===== src/rtl/fetch_pkg.sv =====
// Shared types and constants for the instruction fetch stage.
// Holds the FSM encoding, the default halt opcode and the address width helper.
package fetch_pkg;

    typedef enum logic [1:0] {
        IDLE   = 2'd0,
        RUN    = 2'd1,
        DRAIN  = 2'd2,
        HALTED = 2'd3
    } fetch_state_t;

    localparam logic [8:0] DEFAULT_HALT_INSTR = 9'b111000000;

    function automatic int addr_width(input int rom_size);
        return $clog2(rom_size) + 1;
    endfunction

endpackage


===== src/rtl/fetch_pc_reg.sv =====
// Program counter: modulo-ROM_SIZE increment, masked redirect load, start/reset load.
// Updates on the clock edge; priority is reset > redirect > start > increment.
module fetch_pc_reg
    import fetch_pkg::*;
#(
    parameter int ROM_SIZE   = 512,
    parameter int START_ADDR = 0,
    localparam int AW = addr_width(ROM_SIZE),
    localparam int PW = AW - 1
) (
    input  logic          clk,
    input  logic          reset,
    input  logic          load_start,
    input  logic          redirect,
    input  logic [PW-1:0] redirect_pc,
    input  logic          incr,
    output logic [PW-1:0] pc
);

    localparam logic [PW-1:0] START_PC = PW'(START_ADDR);
    localparam logic [PW-1:0] LAST_PC  = PW'(ROM_SIZE - 1);

    always_ff @(posedge clk) begin
        if (reset) begin
            pc <= START_PC;
        end else if (redirect) begin
            pc <= redirect_pc;
        end else if (load_start) begin
            pc <= START_PC;
        end else if (incr) begin
            pc <= (pc == LAST_PC) ? '0 : pc + 1'b1;
        end
    end

endmodule


===== src/rtl/instr_fetch.sv =====
// Fetch stage: drives the ROM address, captures words into a one-entry output slot.
// One instruction per cycle; slot and pc hold while out_valid && !out_ready.
module instr_fetch
    import fetch_pkg::*;
#(
    parameter int                     ROM_SIZE    = 512,
    parameter int                     INSTR_WIDTH = 9,
    parameter logic [INSTR_WIDTH-1:0] HALT_INSTR  = INSTR_WIDTH'(DEFAULT_HALT_INSTR),
    parameter int                     START_ADDR  = 0,
    localparam int AW = addr_width(ROM_SIZE)
) (
    input  logic                   clk,
    input  logic                   reset,
    input  logic                   start,
    output logic [AW-1:0]          instr_addr,
    input  logic [INSTR_WIDTH-1:0] instr_in,
    output logic [INSTR_WIDTH-1:0] out_instr,
    output logic [AW-1:0]          out_pc,
    output logic                   out_valid,
    input  logic                   out_ready,
    input  logic                   redirect,
    input  logic [AW-1:0]          redirect_addr,
    output logic                   halted,
    output logic [15:0]            fetch_count
);

    localparam int PW = AW - 1;

    fetch_state_t  state, state_nxt;
    logic [PW-1:0] pc;
    logic          redir_act, load, pc_incr, pc_start, halt_accept, is_halt;
    logic          unused_redirect_msb;

    assign unused_redirect_msb = redirect_addr[AW-1];
    assign instr_addr          = {1'b0, pc};
    assign is_halt             = (instr_in == HALT_INSTR);

    fetch_pc_reg #(
        .ROM_SIZE   (ROM_SIZE),
        .START_ADDR (START_ADDR)
    ) u_pc (
        .clk         (clk),
        .reset       (reset),
        .load_start  (pc_start),
        .redirect    (redir_act),
        .redirect_pc (redirect_addr[PW-1:0]),
        .incr        (pc_incr),
        .pc          (pc)
    );

    always_ff @(posedge clk) begin
        if (reset) begin
            state <= IDLE;
        end else begin
            state <= state_nxt;
        end
    end

    always_comb begin
        state_nxt = state;
        case (state)
            IDLE:    if (start) state_nxt = RUN;
            RUN:     if (redir_act) state_nxt = RUN;
                     else if (load && is_halt) state_nxt = DRAIN;
            DRAIN:   if (redir_act) state_nxt = RUN;
                     else if (halt_accept) state_nxt = HALTED;
            HALTED:  if (start) state_nxt = RUN;
            default: state_nxt = IDLE;
        endcase
    end

    // A redirect flushes the slot and suppresses that cycle's load, even with a halt word on instr_in.
    always_comb begin
        redir_act   = redirect && (state == RUN || state == DRAIN);
        load        = (state == RUN) && !redir_act && (!out_valid || out_ready);
        pc_incr     = load && !is_halt;
        pc_start    = start && (state == IDLE || state == HALTED);
        halt_accept = (state == DRAIN) && !redir_act && out_valid && out_ready;
    end

    always_ff @(posedge clk) begin
        if (reset) begin
            out_valid   <= 1'b0;
            out_instr   <= '0;
            out_pc      <= '0;
            halted      <= 1'b0;
            fetch_count <= '0;
        end else begin
            if (redir_act) begin
                out_valid <= 1'b0;
            end else if (load) begin
                out_valid <= 1'b1;
                out_instr <= instr_in;
                out_pc    <= {1'b0, pc};
                if (fetch_count != 16'hFFFF) begin
                    fetch_count <= fetch_count + 16'd1;
                end
            end else if (out_valid && out_ready) begin
                out_valid <= 1'b0;
            end

            if (pc_start) begin
                halted      <= 1'b0;
                fetch_count <= '0;
            end else if (halt_accept) begin
                halted <= 1'b1;
            end
        end
    end

endmodule


===== config.mk =====
export PLATFORM = sky130hd
export DESIGN_NAME = instr_fetch
export DESIGN_NICKNAME = d
export VERILOG_FILES = /design/src/rtl/fetch_pkg.sv /design/src/rtl/fetch_pc_reg.sv /design/src/rtl/instr_fetch.sv
export SDC_FILE = /design/constraint.sdc
export NUM_CORES = 1
export LEC_CHECK = 0
export BUFFER_PORTS_ARGS = -buffer_cell sky130_fd_sc_hd__buf_2
export CAP_MARGIN = 40
export CELL_PAD_IN_SITES_DETAIL_PLACEMENT = 0
export CELL_PAD_IN_SITES_GLOBAL_PLACEMENT = 1
export CORE_UTILIZATION = 37
export CTS_CLUSTER_DIAMETER = 80
export DETAILED_ROUTE_END_ITERATION = 10
export GPL_TIMING_DRIVEN = 1
export PLACE_DENSITY_LB_ADDON = 0.1
export SETUP_SLACK_MARGIN = 0.4
export SYNTH_ARGS = -nofsm -noshare
export SYNTH_HDL_FRONTEND = slang
export SYNTH_SLANG_ARGS = --single-unit
export TNS_END_PERCENT = 20

===== constraint.sdc =====
create_clock -name clk -period 2.2 [get_ports clk]
set_clock_uncertainty 0.05 [all_clocks]
set_input_delay 0.11 -clock clk [delete_from_list [all_inputs] [get_ports clk]]
set_output_delay 0.11 -clock clk [all_outputs]
set_load 0.03 [all_outputs]

==> results of run 1 <==
## metal layers
metal / GRT usage [%] / wire [um]
met3: 4.270 / 310
met5: 0 / 0
met4: 5.179 / 53
met1: 25.87 / 2924
met2: 31.75 / 2839
## metrics by stage
| step | area [um2] | power, W | worst slack [ns] | hold WS (ns) | utilization (%) |
|---|---|---|---|---|---|
| final | 3184 | 0.003434 | 0.3304 | 0.007286 | 53.15 |
| after global routing | 3184 | 0.003677 | 0.2514 | 0.001135 | 53.15 |
| after CTS | 3105 | 0.003336 | 0.3385 | 0.002527 | 51.84 |
| after detailed placement | 2798 | 0.002550 | 0.1641 | 0.3144 | 46.70 |
| after global placement | 2798 | 0.002537 | 0.2004 | 0.3073 | 46.70 |
| after floorplan | 2401 | 0.002169 | 0.3412 | 0.1960 | - |
## repair_timing
action,in CTS,in global routing
hold endpoints to repair,2,0
cloned,0,1
pin swaps,14,8
endpoints found under the setup margin,44,25
hold buffers,2,0
gates resized for setup,14,6
buffers inserted,14,2
## final timing paths
kind	start	to	slack, ns
worst max-delay path	u_pc.pc[0]$_SDFFE_PP0P_	u_pc.pc[7]$_SDFFE_PP0P_	0.33
worst min-delay path	instr_in[1]	out_instr[1]$_SDFFE_PP0P_	0.007
worst max register to register	u_pc.pc[0]$_SDFFE_PP0P_	u_pc.pc[7]$_SDFFE_PP0P_	0.33
worst min register to register	out_pc[1]$_SDFFE_PP0P_	out_pc[1]$_SDFFE_PP0P_	0.41
## layout make-up
| type | count | area (um2) |
|---|---|---|
| clock buffers | 5 | 68.82 |
| clock inverters | 3 | 15.01 |
| fillers | 609 | 2806 |
| inverters | 7 | 26.28 |
| multi-input cells | 204 | 1444 |
| flip-flops and latches | 47 | 952.2 |
| well taps | 75 | 93.84 |
| repair buffers | 94 | 584.3 |
## state kept, by name (all words and copies together) (netlist names)
signal / flops
out_instr: 9
halted: 1
state: 2
out_valid: 1
out_pc: 9
u_pc.pc: 9
fetch_count: 16
## cells by family (layout without fill, tap and decap cells)
| group | after synthesis | in the layout | share of synthesized area (%) |
|---|---|---|---|
| AOI/OAI and AO/OA | 58 | 58 | 18.72 |
| xor gates and xnor gates | 15 | 15 | 5.633 |
| adders and majority gates | 5 | 5 | 2.682 |
| buffers and inverters | 22 | 109 | 5.097 |
| DFF | 47 | 47 | 40.34 |
| muxes | 2 | 2 | 0.9120 |
| other | 1 | 2 | 0.1608 |
| and+or+nand+nor | 122 | 122 | 26.45 |
## where the power goes
part           leakage (nW)  switching, W  internal, W  total (W)
sequential            0.384      0.000112     0.000990    0.00110
combinational         0.850       0.00107     0.000743    0.00182
clock                0.0477      0.000298     0.000218   0.000517
total                  1.28       0.00148      0.00195    0.00343
## cells in the final DEF (no fill, tap or decap), drive strengths merged, types with 3 or more instances in the layout
master,count
a221oi,5
nand2,51
dfxtp,47
buf,91
nor2b,3
a211oi,9
clkinv,3
nand3,6
nor2,31
and3,3
a21oi,24
inv,7
a2111oi,3
o31ai,3
xnor2,12
ha,5
nand4,5
xor2,3
and2,3
o211ai,3
nor3,8
clkbuf,6
## worst register-to-register path: stages, from the launching register on
cell and delay (ns):
dfxtp_4 0.36, ha_4 0.13, and3_4 0.18, and2_4 0.15
nand3_4 0.09, nor2_4 0.14, ha_4 0.18, nor2_4 0.06
buf_6 0.12, a221oi_2 0.24, a211oi_2 0.05
==> results.cfg, run 1 <==
[placement]
place_hpwl_mm = 4.100
place_congestion = 0.7356
port-buffer-count = 67
dp.cells = 408

[timing]
drv_slew = 0
finalSetupViolCount = 0
finalHoldViolations = 0
tns_ns = 0
max_freq_mhz = 534.9
rsz0062_at_grt = true
fin_crit_ns = 1.870
post-route-period-util_pct = 84.98

[clock_tree]
cts_sinks = 47
cts_buffer_depth = 2
cts_tree = yes
cts-root-buf = clkbuf_8
cts_buffers = 5
clock_latency_ns = 0.30
h-tree-depth = 2
cts.clk_slew.worst_paths_ns = 0.09

[power_and_ir_drop]
peakVddDrop_mv = 0.5829
p_leak_nw = 1.281
powerDensity_nw_per_um2 = 1079

[flow_run]
drv_cap = 0

[detailed_routing]
drt_iter0_drc = 71
dr.pass1.iters = 4
viasPerCell = 5.025
wire_per_inst_um = 14.09
drc = 0
wl_mm = 6.129
ant_nets = 0
num_vias = 2186

[hold_path]
holdPathStages = 3
worstHoldPathType = in -> reg

[synthesis]
syn_inst = 272
synth_edf_count = 0
async_flop_share_pct = 0
ys_types = 52
synth-seq-cells = 47
synth_top_cell_by_area = dfxtp_1
synth.most_common_cell = nand2_1
avgSynthCellArea_um2 = 8.574
synth_top_area_share_pct = 40.34
synthTopCellsByArea = dfxtp_1 (40%), nand2_1 (8.2%), nor2_1 (5.0%), a21oi_1 (4.9%), xnor2_1 (4.5%)
ys_seq_area_share_pct = 40.34
ys.flop_type = dfxtp_1
ys.warnings.count = 0
syn_area_um2 = 2332
synthTopCellsByCount = nand2_1 (51), dfxtp_1 (47), nor2_1 (31), a21oi_1 (23), xnor2_1 (12)

[worst_setup_path]
cp_top_family = simple AND/OR/NAND/NOR gates
critical_path_class = reg -> reg
path_cells = ha_4 -> and3_4 -> and2_4 -> nand3_4 -> nor2_4 -> ha_4 -> nor2_4 -> buf_6 -> a221oi_2 -> a211oi_2
timing.critical_path.slowest_stage_cell = dfxtp_4
crit_arrival_ns = 2.00
cp.depth = 10
worst_setup_path_start_kind = flip-flop
slowest_delay_ns = 0.36
rr_worst_depth = 10
crit_fanout = 5
path_buf_inv = 1
critPathCaptureType = flip-flop
required_ns = 2.33

[grt]
grt_first_pass_wirelength_mm = 9.970
grt_start_max_net_pins = 32
track_usage_pct = 19.53
gr-total-overflow = 0
grt_pass1_vias = 2105
antenna_found_initial = 0

[floorplanning]
fp.dieW_um = 81.40
num_rows = 28
core_um2 = 5991
dieArea_um2 = 6625
start_util_pct = 38.93
die_h_um = 81.40
io_pins = 71

[final_layout]
instances_no_fill = 435
area_growth_pct = 36.53
diodes = 0
drive_gt1_share_pct = 38.06
nNetsFinal = 388

[status]
status = finished clean
Note: power is estimated with default switching activity, not from simulation.
==> run 2, diff against run 1 <==
--- a/config.mk
+++ b/config.mk
@@ -9,7 +9,7 @@
 export CAP_MARGIN = 40
 export CELL_PAD_IN_SITES_DETAIL_PLACEMENT = 0
 export CELL_PAD_IN_SITES_GLOBAL_PLACEMENT = 1
-export CORE_UTILIZATION = 37
+export CORE_UTILIZATION = 34
 export CTS_CLUSTER_DIAMETER = 80
 export DETAILED_ROUTE_END_ITERATION = 10
 export GPL_TIMING_DRIVEN = 1
==> constraint.sdc (replaced) <==
create_clock -name clk -period 1.7 [get_ports clk]
set_clock_uncertainty 0.05 [all_clocks]
set_input_delay 0.085 -clock clk [delete_from_list [all_inputs] [get_ports clk]]
set_output_delay 0.085 -clock clk [all_outputs]
set_load 0.03 [all_outputs]
==> run 2 against run 1 <==
Compared with the run above:
- the run now ends with design-rule violations, negative setup slack left
- via count grew 8.9%
- power grew 42%
- die area rose by 8.6%
==> results.cfg, run 2 (synthesis gave the netlist of run 1 again) <==
[timing]
layout_setup_ws_ns = -0.06575
max_freq_mhz = 566.3
finalSetupViolCount = 9
holdWs_ns = 0.03373
finalHoldViolations = 0
post-route-period-util_pct = 103.9
drv_slew = 0
rsz0062_at_grt = true
fin_crit_ns = 1.766

[power_and_ir_drop]
powerDensity_nw_per_um2 = 1337
p_leak_nw = 1.508
peakVddDrop_mv = 0.8201

[floorplanning]
io_pins = 71
num_rows = 29
fp.dieW_um = 84.82
dieArea_um2 = 7194
core_um2 = 6495
die_h_um = 84.82
start_util_pct = 35.91

[final_layout]
multiInputGateArea_um2 = 1534
diodes = 0
top_register = fetch_count
fillCellCount = 615
seq_area_um2 = 954.7
nNetsFinal = 430
layout.cells.most_common = buf_2
drive_gt1_share_pct = 48.01
area_growth_pct = 56.87
largest_reg_flops = 16
layout_common_cells = buf_2 (67), buf_4 (47), nand2_1 (45)

[placement]
place_congestion = 0.7569
place_hpwl_mm = 4.534
port-buffer-count = 67
post-place-ws_ns = -0.2401

[detailed_routing]
dr.pass1.iters = 8
drc = 6
viasPerCell = 4.969
num_vias = 2380
wl_mm = 6.474
wire_per_inst_um = 13.52
drt_iter0_drc = 62
ant_nets = 0

[worst_setup_path]
slowest_delay_ns = 0.36
path_cells = ha_4 -> and3_4 -> and2_4 -> nand3_4 -> nor2_4 -> ha_4 -> nor2_4 -> a32oi_1 -> o31ai_1
cp_top_family = simple AND/OR/NAND/NOR gates
critical_path_class = reg -> reg
critPathCaptureType = flip-flop
path_buf_inv = 0
timing.critical_path.slowest_stage_cell = dfxtp_4
required_ns = 1.87
crit_fanout = 6
worst_setup_path_start_kind = flip-flop
crit_arrival_ns = 1.94

[clock_tree]
cts_buffer_depth = 2
cts_sinks = 47
h-tree-depth = 2
cts-root-buf = clkbuf_8
clock_latency_ns = 0.30
cts.clk_slew.worst_paths_ns = 0.10
cts_buffers = 5
cts_tree = yes

[grt]
gr-total-overflow = 0
grt_pass1_vias = 2222
antenna_found_initial = 0
track_usage_pct = 18.66
grt_start_max_net_pins = 20
grt_first_pass_wirelength_mm = 10.79

[status]
violations = design-rule violations, negative setup slack
status = finished with violations

[flow_run]
drv_cap = 0

[hold_path]
worstHoldPathType = in -> reg
[run 2: cell count changes in the layout (fill, tap and decap cells not counted), sizes merged]
cell	delta
buf	+33
clkbuf	-1
dlygate4sd3	+9
inv	+1
nand3b	+1
clkinv	-1
[run 2: metal layers]
layer / up-vias / wire length (um) / share of wire, % / global-route usage (%)
met1: 1109 / 3265 / 50 / 26.35
met3: 2 / 310 / 4.8 / 3.891
met2: 57 / 2867 / 44 / 29.19
li1: 1212 / - / - / -
met5: - / 0 / 0 / 0
met4: 0 / 30 / 0.46 / 4.622
[run 2: layout make-up]
class / instances / area share, %
clock buffer: 5 / 1.881
clock inverter: 3 / 0.6498
inverter: 7 / 0.7182
multi-input combinational: 205 / 41.93
sequential: 47 / 26.09
tap: 77 / 2.633
timing repair buffer: 135 / 26.09
[run 2: tightest hold or removal path, cell delays in order]
cell      delay, ns
buf_2          0.10
a221oi_2       0.05
nor3_1         0.11
[run 2: final timing paths]
check | depth (start not counted) | startpoint | slack (ns) | to
setup / recovery | 9 | u_pc.pc[0]$_SDFFE_PP0P_ | -0.07 | u_pc.pc[2]$_SDFFE_PP0P_
hold / removal | 3 | redirect_addr[6] | 0.03 | u_pc.pc[6]$_SDFFE_PP0P_
setup reg to reg | 9 | u_pc.pc[0]$_SDFFE_PP0P_ | -0.07 | u_pc.pc[2]$_SDFFE_PP0P_
hold reg to reg | 2 | out_instr[5]$_SDFFE_PP0P_ | 0.41 | out_instr[5]$_SDFFE_PP0P_
[run 2: stage by stage]
step | power, W | instance area (um2) | std cells | setup TNS [ns] | utilization [%]
after global routing | 0.005208 | 3659 | 479 | -1.374 | 56.33
after detailed placement | 0.003524 | 3060 | 443 | -3.681 | 47.12
after floorplan | 0.002807 | 2401 | 273 | -3.137 | -
final | 0.004893 | 3659 | 479 | -0.2697 | 56.33
after global placement | 0.003537 | 3060 | 443 | -2.329 | 47.12
after CTS | 0.004734 | 3538 | 475 | -0.4450 | 54.48
[run 2: power by group]
group	total, W	switching [W]	internal (W)
clock network	0.000724	0.000428	0.000297
logic	0.00276	0.00151	0.00125
registers	0.00140	0.000121	0.00128
total	0.00489	0.00206	0.00283
[run 2: repair_timing]
item	CTS	global route
endpoints found under the setup margin	47	47
setup buffers	12	4
hold buffers	11	0
gates resized for setup	29	22
endpoints found under the hold margin	11	0
cloned	1	0
pin swaps	28	20
==> run 3, diff against run 2 <==
--- a/config.mk
+++ b/config.mk
@@ -9,7 +9,7 @@
 export CAP_MARGIN = 40
 export CELL_PAD_IN_SITES_DETAIL_PLACEMENT = 0
 export CELL_PAD_IN_SITES_GLOBAL_PLACEMENT = 1
-export CORE_UTILIZATION = 34
+export CORE_UTILIZATION = 33
 export CTS_CLUSTER_DIAMETER = 80
 export DETAILED_ROUTE_END_ITERATION = 10
 export GPL_TIMING_DRIVEN = 1
@@ -17,5 +17,6 @@
 export SETUP_SLACK_MARGIN = 0.4
 export SYNTH_ARGS = -nofsm -noshare
 export SYNTH_HDL_FRONTEND = slang
+export SYNTH_HIERARCHICAL = 1
 export SYNTH_SLANG_ARGS = --single-unit
 export TNS_END_PERCENT = 20
==> run 3 against run 2 <==
Compared with the run above:
- first-iteration DRC count grew 52%
- the flow finishes with violations (negative setup slack)
- non-clock buffer count shrank 2
- cell area fell by 4.5%
- setup slack worse by 0.16 ns
==> results.cfg, run 3 <==
[status]
status = finished with violations
violations = negative setup slack

[detailed_routing]
wl_mm = 6.399
drt_iter0_drc = 94
ant_nets = 0
drc = 0
num_vias = 2418
viasPerCell = 4.945
dr.pass1.iters = 4
wire_per_inst_um = 13.09

[power_and_ir_drop]
seqPwrFrac_pct = 31.7
netSwitchingPower_w = 0.001691
powerDensity_nw_per_um2 = 1222
peakVddDrop_mv = 0.6440
power.internal_w = 0.002580
combPwrFrac_pct = 52.9
clockPowerShare_pct = 15.4
swShare_pct = 39.60
p_leak_nw = 1.546

[synthesis]
syn_area_um2 = 2303
synth_mux_area_share_pct = 2.173
syn_inst = 280
synth_top_cell_by_area = dfxtp_1
synth_top_area_share_pct = 40.85
synth_fa_ha_area_share_pct = 3.259
synth_top_family_by_area = simple AND/OR/NAND/NOR gates
synthTopCellsByArea = dfxtp_1 (41%), nand2_1 (8.3%), a21oi_1 (6.1%), nor2_1 (4.1%), xor2_1 (3.4%)
synth-simple-area-share_pct = 29.44
ys_seq_area_share_pct = 40.85
synth-seq-cells = 47
ys.warnings.count = 6
synth_edf_count = 0
synth-compound-area-share_pct = 16.40
synth-xor-area-share_pct = 3.422
synth.most_common_cell = nand2_1
ys_types = 45
async_flop_share_pct = 0
avgSynthCellArea_um2 = 8.227
ys.flop_type = dfxtp_1
synthTopCellsByCount = nand2_1 (51), dfxtp_1 (47), a21oi_1 (28), nor2_1 (25), nand3_1 (11)

[worst_setup_path]
worst_setup_path_start_kind = flip-flop
crit_fanout = 6
crit_arrival_ns = 2.10
slowest_delay_ns = 0.38
path_buf_inv = 0
timing.critical_path.slowest_stage_cell = or3_4
required_ns = 1.87
critical_path_class = reg -> reg
cp_top_family = simple AND/OR/NAND/NOR gates
path_cells = ha_4 -> and3_4 -> and3_4 -> ha_4 -> or3_4 -> o211ai_1 -> o21ai_1 -> nor2_1
critPathCaptureType = flip-flop

[floorplanning]
fp.dieW_um = 85.55
num_rows = 30
start_util_pct = 34.09
dieArea_um2 = 7318
io_pins = 71
die_h_um = 85.55
core_um2 = 6756

[placement]
port-buffer-count = 67
place_congestion = 0.8111
place_hpwl_mm = 4.659

[final_layout]
seq_area_um2 = 955.9
largest_reg_flops = 16
multiInputGateArea_um2 = 1456
fillCellCount = 695
area_growth_pct = 51.71
top_register = fetch_count
final_util_pct = 51.72
diodes = 0
nNetsFinal = 438
layout.cells.most_common = buf_2
drive_gt1_share_pct = 43.28
layout_common_cells = buf_2 (67), buf_4 (53), nand2_1 (51)

[clock_tree]
h-tree-depth = 2
clock_latency_ns = 0.29
cts.clk_slew.worst_paths_ns = 0.08
cts-root-buf = clkbuf_8
cts_sinks = 47
cts_tree = yes
cts_buffers = 5
cts_buffer_depth = 2

[hold_path]
worstHoldPathType = in -> reg

[timing]
finalHoldViolations = 0
tns_ns = -1.473
max_freq_mhz = 518.7
post-route-period-util_pct = 113.4
finalSetupViolCount = 11
drv_slew = 0
fin_crit_ns = 1.928
rsz0062_at_grt = true
layout_setup_ws_ns = -0.2281

[grt]
grt_start_max_net_pins = 32
track_usage_pct = 18.01
grt_first_pass_wirelength_mm = 10.62
antenna_found_initial = 0
gr-total-overflow = 0
grt_pass1_vias = 2306

[flow_run]
drv_cap = 0
[run 3: timing repair]
action / in CTS / in global routing
endpoints found under the hold margin: 8 / 0
pin swaps: 8 / 17
setup buffers: 3 / 1
cloned: 1 / 0
resized for setup: 16 / 21
endpoints found under the setup margin: 46 / 47
hold buffers: 8 / 0
[run 3: path summary, 6_finish.rpt]
path / start / to / slack (ns) / cells after the start
min: redirect_addr[1] / u_pc/pc[1]$_SDFFE_PP0P_ / 0.03 / 3
min reg2reg: out_pc[6]$_SDFFE_PP0P_ / out_pc[6]$_SDFFE_PP0P_ / 0.40 / 2
max reg2reg: u_pc/pc[0]$_SDFFE_PP0P_ / u_pc/pc[0]$_SDFFE_PP0P_ / -0.23 / 8
max: u_pc/pc[0]$_SDFFE_PP0P_ / u_pc/pc[0]$_SDFFE_PP0P_ / -0.23 / 8
[run 3: power by group through the flow]
| stage | registers (W) | logic (W) | clock network [W] |
|---|---|---|---|
| detailed placement | 0.00137 | 0.00191 | 0 |
| CTS | 0.00135 | 0.00212 | 0.000697 |
| floorplan | 0.00164 | 0.000966 | 0 |
| global placement | 0.00137 | 0.00192 | 0 |
| global route | 0.00137 | 0.00244 | 0.000732 |
| finish | 0.00136 | 0.00226 | 0.000657 |
[run 3: cells by family after synthesis]
| group | count (synthesis) |
|---|---|
| buffers and inverters | 20 |
| other | 1 |
| flip-flops | 47 |
| AO/OA/AOI/OAI | 59 |
| XOR/XNOR | 9 |
| adder cells (fa/ha/maj) | 6 |
| multiplexers | 5 |
| AND/OR/NAND/NOR | 133 |
[run 3: layout make-up]
type	count	area share, %
clock buffers	6	2.077
clock inverters	2	0.3222
inverters	6	0.7161
multi-input cells	215	41.68
flip-flops and latches	47	27.35
well taps	80	2.864
repair buffers	133	24.99
[run 3: metal layers]
metal  up-vias  wire, um  track usage (%)
met5         -         0                0
met4         0        71            4.697
met3         6       228            2.984
met2        60      3009            29.53
met1      1123      3089            24.69
li1       1229         -                -
[run 3: worst min-delay path, stage by stage]
cell and delay (ns):
buf_2 0.08, a21oi_1 0.05, nor3_1 0.11
[run 3: through the flow]
stage          hold WS [ns]  cells  total power (W)  cell area (um2)  setup WS (ns)
6_report            0.03089    489         0.004271             3495        -0.2281
4_1_cts             0.02817    488         0.004170             3402        -0.2501
3_5_place_dp         0.2956    468         0.003280             3141        -0.3667
2_1_floorplan        0.1710    281         0.002606             2392        -0.3321
5_1_grt             0.06246    489         0.004543             3495        -0.3085
3_3_place_gp         0.2906    468         0.003287             3141        -0.2966
